===== config.mk =====
export PLATFORM = sky130hd
export DESIGN_NAME = icache_responder_flat
export DESIGN_NICKNAME = d
export VERILOG_FILES = /design/src/rtl/icache_responder_if.sv /design/src/rtl/icache_responder.sv /design/src/flat_wrapper.sv
export SDC_FILE = /design/constraint.sdc
export NUM_CORES = 2
export LEC_CHECK = 0
export CAP_MARGIN = 5
export CELL_PAD_IN_SITES_DETAIL_PLACEMENT = 1
export CELL_PAD_IN_SITES_GLOBAL_PLACEMENT = 1
export CORE_MARGIN = 3
export CORE_UTILIZATION = 60
export DETAILED_ROUTE_END_ITERATION = 8
export PLACE_DENSITY = 0.84
export REMOVE_ABC_BUFFERS = 1
export SYNTH_ARGS = -nofsm -noshare
export SYNTH_HDL_FRONTEND = slang
export SYNTH_SLANG_ARGS = --single-unit

===== constraint.sdc =====
create_clock -name clk_in -period 21.5 [get_ports clk_in]
set_clock_uncertainty 0.2 [all_clocks]
set_input_delay 6.45 -clock clk_in [delete_from_list [all_inputs] [get_ports clk_in]]
set_output_delay 6.45 -clock clk_in [all_outputs]
set_load 0.005 [all_outputs]

===== src/rtl/icache_responder_if.sv =====
// Bus bundle between the instruction fetcher, the icache and the memory controller.
// The cache uses the slave modport; the environment (fetcher + memory) uses master.
interface icache_responder_if;
  logic        need_inst;
  logic [31:0] pc;
  logic        inst_ready;
  logic [31:0] inst;
  logic        mem_req;
  logic [31:0] mem_addr;
  logic        mem_ready;
  logic [31:0] mem_data;

  modport slave (
    input  need_inst,
    input  pc,
    input  mem_ready,
    input  mem_data,
    output inst_ready,
    output inst,
    output mem_req,
    output mem_addr
  );

  modport master (
    output need_inst,
    output pc,
    output mem_ready,
    output mem_data,
    input  inst_ready,
    input  inst,
    input  mem_req,
    input  mem_addr
  );
endinterface


===== src/rtl/icache_responder.sv =====
// Direct-mapped read-only instruction cache: same-cycle hits, blocking line refill
// fetched word-by-word from the memory controller starting at word 0.
module icache_responder #(
  parameter int INDEX_BITS  = 4,
  parameter int OFFSET_BITS = 2
) (
  input  logic                clk_in,
  input  logic                rst_in,
  input  logic                rdy_in,
  icache_responder_if.slave   bus
);

  localparam int LINES     = 1 << INDEX_BITS;
  localparam int WORDS     = 1 << OFFSET_BITS;
  localparam int TAG_BITS  = 30 - INDEX_BITS - OFFSET_BITS;
  localparam int LINE_BITS = 30 - OFFSET_BITS;

  typedef enum logic {
    IDLE,
    REFILL
  } state_t;

  state_t                      state_q;
  logic [OFFSET_BITS-1:0]      cnt_q;
  logic [LINE_BITS-1:0]        miss_line_q;
  logic                        mem_req_q;
  logic                        valid_q [LINES];
  logic [TAG_BITS-1:0]         tag_q   [LINES];
  logic [31:0]                 data_q  [LINES*WORDS];

  logic [OFFSET_BITS-1:0]      pc_offset;
  logic [INDEX_BITS-1:0]       pc_index;
  logic [TAG_BITS-1:0]         pc_tag;
  logic [INDEX_BITS-1:0]       miss_index;
  logic [TAG_BITS-1:0]         miss_tag;
  logic                        hit;
  logic                        word_fill;
  logic                        last_word;
  logic [1:0]                  unused_pc_bits;

  assign pc_offset  = bus.pc[OFFSET_BITS+1:2];
  assign pc_index   = bus.pc[OFFSET_BITS+INDEX_BITS+1:OFFSET_BITS+2];
  assign pc_tag     = bus.pc[31:OFFSET_BITS+INDEX_BITS+2];
  assign miss_index = miss_line_q[INDEX_BITS-1:0];
  assign miss_tag   = miss_line_q[LINE_BITS-1:INDEX_BITS];
  assign unused_pc_bits = bus.pc[1:0];

  // Lookups only answer from IDLE: no hit-under-miss while a line is being filled.
  assign hit       = (state_q == IDLE) && bus.need_inst &&
                     valid_q[pc_index] && (tag_q[pc_index] == pc_tag);
  assign word_fill = rdy_in && (state_q == REFILL) && bus.mem_ready;
  assign last_word = (cnt_q == {OFFSET_BITS{1'b1}});

  assign bus.inst_ready = hit && rdy_in;
  assign bus.inst       = bus.inst_ready ? data_q[{pc_index, pc_offset}] : 32'h0;
  assign bus.mem_req    = mem_req_q;
  assign bus.mem_addr   = {miss_line_q, cnt_q, 2'b00};

  always_ff @(posedge clk_in or negedge rst_in) begin
    if (!rst_in) begin
      state_q     <= IDLE;
      cnt_q       <= '0;
      miss_line_q <= '0;
      mem_req_q   <= 1'b0;
      for (int i = 0; i < LINES; i++) begin
        valid_q[i] <= 1'b0;
      end
    end else if (rdy_in) begin
      case (state_q)
        IDLE: begin
          if (bus.need_inst && !hit) begin
            miss_line_q <= bus.pc[31:OFFSET_BITS+2];
            cnt_q       <= '0;
            mem_req_q   <= 1'b1;
            state_q     <= REFILL;
          end
        end
        REFILL: begin
          if (bus.mem_ready) begin
            // The line is invalid from its first new word until the whole line is in.
            if (cnt_q == '0) begin
              valid_q[miss_index] <= 1'b0;
            end
            if (last_word) begin
              valid_q[miss_index] <= 1'b1;
              mem_req_q           <= 1'b0;
              cnt_q               <= '0;
              state_q             <= IDLE;
            end else begin
              cnt_q <= cnt_q + 1'b1;
            end
          end
        end
        default: begin
          state_q   <= IDLE;
          mem_req_q <= 1'b0;
        end
      endcase
    end
  end

  // Payload arrays need no reset: nothing reads them while the line is invalid.
  always_ff @(posedge clk_in) begin
    if (word_fill) begin
      data_q[{miss_index, cnt_q}] <= bus.mem_data;
      if (last_word) begin
        tag_q[miss_index] <= miss_tag;
      end
    end
  end

endmodule

===== src/flat_wrapper.sv =====
// flat-port wrapper written by rule: the top's interface ports become plain ports
module icache_responder_flat 
#(
  parameter int INDEX_BITS  = 4,
  parameter int OFFSET_BITS = 2
)
  (clk_in, rst_in, rdy_in, bus_need_inst, bus_pc, bus_mem_ready, bus_mem_data, bus_inst_ready, bus_inst, bus_mem_req, bus_mem_addr);
  icache_responder_if bus_i ();
  input  logic clk_in;
  input  logic rst_in;
  input  logic rdy_in;
  input wire logic [$bits(bus_i.need_inst)-1:0] bus_need_inst;
  input wire logic [$bits(bus_i.pc)-1:0] bus_pc;
  input wire logic [$bits(bus_i.mem_ready)-1:0] bus_mem_ready;
  input wire logic [$bits(bus_i.mem_data)-1:0] bus_mem_data;
  output wire logic [$bits(bus_i.inst_ready)-1:0] bus_inst_ready;
  output wire logic [$bits(bus_i.inst)-1:0] bus_inst;
  output wire logic [$bits(bus_i.mem_req)-1:0] bus_mem_req;
  output wire logic [$bits(bus_i.mem_addr)-1:0] bus_mem_addr;
  assign bus_i.need_inst = bus_need_inst;
  assign bus_i.pc = bus_pc;
  assign bus_i.mem_ready = bus_mem_ready;
  assign bus_i.mem_data = bus_mem_data;
  assign bus_inst_ready = bus_i.inst_ready;
  assign bus_inst = bus_i.inst;
  assign bus_mem_req = bus_i.mem_req;
  assign bus_mem_addr = bus_i.mem_addr;
  icache_responder #(.INDEX_BITS(INDEX_BITS), .OFFSET_BITS(OFFSET_BITS)) u_core (.clk_in(clk_in), .rst_in(rst_in), .rdy_in(rdy_in), .bus(bus_i));
endmodule

==> results.md <==
* Status: finished, final reports clean
* Most used DFF post-synth: edfxtp_1
* Worst setup SP type: input port
* Yosys Warn Count at 0
* Total GRT Usage at a little under two fifths
* Leakage at between 30 and 40 nW
* Hold Path Depth at 1
* Post-synth EDFFs at 2432
* Ys async rst share at around 1.9%
* Input/output buffers at 130
* Maximum operating frequency at between 50 and 60 MHz
* R2R Path Start: u_core.state_q
* Synth-to-Final Area Change at 12.4%
* Total wire length at slightly below 300 mm
* Syn Inst Count at 3884
* # fillers at 11637
* Syn Area/Cell at ~25 sq um
* Crit. End Element: output port
* Total power per unit cell area at slightly below 100 nW/um^2
* Worst setup path class: in -> out
* Pre-antenna DRT Iters at 5
* Starting density of the core at 60.7%
* Unique cell type count in the Yosys netlist at 56
* Post-synthesis sequential area ratio at between 70% and 80%
* First-pass GRT wire length at slightly above 400 mm
* CTS H-Tree Depth at 4
* Tot Pwr at about 11 mW
* Placed instance area at roughly 100000 sq um
* Setup WS post-layout at roughly 3.1 ns
* Final Cell Area at roughly 110000 sq um
* Via Count at a little under 50000
* Hold buffer count at cts at 0
* GPL Wtd Cong at around 0.76
* MaxCap Viol Count at 0
* Worst EP required at 14.85 ns
* Total global routing overflow at 0
* Layout cells sized above 1 at 30.9%
* Worst vdd ir at around 98 uV
* CTS Buf Count at between 200 and 250
* Slew @ Worst Pin at around 1.3 ns
* CTS resizes at 0
* R2r endpoint: u_core.data_q[27][10]
* ANT nets after route at 0
* Die width at between 400 and 500 um
* Final Util at between 60 and 70%
* Die H at between 400 and 500 um
* Period utilisation layout at between 80% and 90%
* Setup TNS at 0 ns
* Placement Setup Slack at around 3.2 ns
* CTS tree: done
* Residual DRC count at 0
* Die Footprint at approximately 160000 sq um
* CTS sink count at about 2500
* Max Root-Sink Buffers at 3
* Most frequent cells in the layout: edfxtp_1, mux4_2, clkbuf_16
* Seq cells post-synth at between 2000 and 2500
* Final count of negative-setup-slack endpoints at 0
* Largest net degree at the start of global routing at ~140
* Worst R2R Setup Slack at 16.99 ns
* Final hold vios at 0
* RSZ-0062 raised after global routing: false
* I/O pins at about 140
* Wire per inst at ~46 um
* Arrival time at the worst endpoint at ~12 ns
* Critical Path Source: bus_pc[7]
* Peak fanout along the critical path at 51
* Initial DRC count at 8982
* Vias in the first global route at between 40000 and 50000
* Relative slew slack at between 10% and 20%
* Tmin final at approximately 18 ns
* R2R depth at 5
* Commonest non-fill, non-tap cell in the layout: edfxtp_1
* Setup bufs post-CTS at 0
* Clock Latency Late Sink at around 0.87 ns
* Hold EP: u_core.bus.mem_req
* Area of the multi-input gates at a little over 20000 sq um
* Final nets at 4221
* Core Area at roughly 160000 sq um
* Root buffer cell: clkbuf_16
* Worst Hold Class: reg -> reg
* Num rows at 145
* Count of pins over their slew limit at 0
* Hold path start: u_core.bus.mem_req
* Initial antenna violation count at 19
* Mapped Area at between 90000 and 100000 sq um
* Via density at between 7 and 8
* Register area at approximately 74000 sq um
* DPL Wire Length at between 100 and 150 mm
* Clk pin slew, worst setup/hold paths at approximately 0.07 ns
-- per-stage QoR --
step / instances / hold WS [ns]
2_1_floorplan: 3681 / 0.267
3_3_place_gp: 5977 / 0.275
3_5_place_dp: 5977 / 0.281
4_1_cts: 6400 / 0.296
5_1_grt: 6403 / 0.316
6_report: 6407 / 0.292
-- per-layer routing --
| layer | track usage, % | up-vias | part of all wire (%) |
|---|---|---|---|
| met5 | 0 | - | 0.054 |
| met4 | 18.7 | 22 | 6.0 |
| met3 | 8.78 | 980 | 12 |
| met2 | 59.8 | 4607 | 50 |
| met1 | 48.1 | 25631 | 32 |
| li1 | - | 17291 | - |
-- worst max-delay path by stage --
stage,slack [ns],to
3_3_place_gp,3.37,bus_inst[26]
4_1_cts,3.08,bus_inst[3]
5_1_grt,2.92,bus_inst[21]
2_1_floorplan,6.11,bus_inst[0]
3_5_place_dp,3.22,bus_inst[3]
6_report,3.10,bus_inst[21]
-- worst max-delay path: stages --
cell             delay, ns
buf_6                 0.60
buf_4                 0.91
nor2b_1               0.43
a22oi_1               0.33
nand2_1               0.11
xnor2_1               0.34
nand3_1               0.19
nor3_1                0.22
and4_2                0.68
buf_4                 0.53
and2_1                0.20
clkdlybuf4s50_1       0.53
-- registers in the layout, summed over array words and instances, names as in the netlist, named ones only --
register and count:
u_core.bus.mem_req 1, u_core.cnt_q 2, u_core.data_q 2048, u_core.miss_line_q 28, u_core.state_q 1, u_core.tag_q 384
u_core.valid_q 15
-- cell usage after synthesis (22+ instances only) --
cell / count / area share (%)
mux2i_1: 71 / 0.75
mux2_4: 23 / 0.36
mux4_2: 754 / 18
and2_1: 35 / 0.23
o21ai_0: 31 / 0.16
edfxtp_1: 2432 / 77
dfrtp_1: 48 / 1.3
nor2_1: 95 / 0.37
clkbuf_1: 139 / 0.55
xnor2_1: 22 / 0.20
a22oi_1: 22 / 0.17
nand2_1: 23 / 0.091
buf_2: 32 / 0.17
-- kinds of logic (layout without fill, tap and decap cells) --
kind of cell	Yosys count	count (layout)	synth area share, %
buffers and inverters	207	664	0.992
other	1	9	0.00394
AND/OR/NAND/NOR	239	239	1.28
XOR/XNOR	24	24	0.221
multiplexers	853	853	19.0
AO/OA/AOI/OAI	78	78	0.550
adder cells (fa/ha/maj)	2	2	0.0263
flip-flops	2480	2480	77.9
-- report_power, final --
part / switching, mW / total, mW / internal (mW)
Clock: 1.92 / 4.19 / 2.28
Combinational: 0.450 / 0.754 / 0.304
Sequential: 0.162 / 5.68 / 5.52
-- layout make-up --
type | instances | area share [%]
well taps | 2058 | 2.40
inverters | 3 | 0.0105
repair buffers | 238 | 1.95
multi-input cells | 1198 | 19.3
flip-flops and latches | 2480 | 69.3
clock buffers | 274 | 5.54
clock inverters | 149 | 1.47
diodes | 7 | 0.0164
Power figures use the tool's default switching activity.
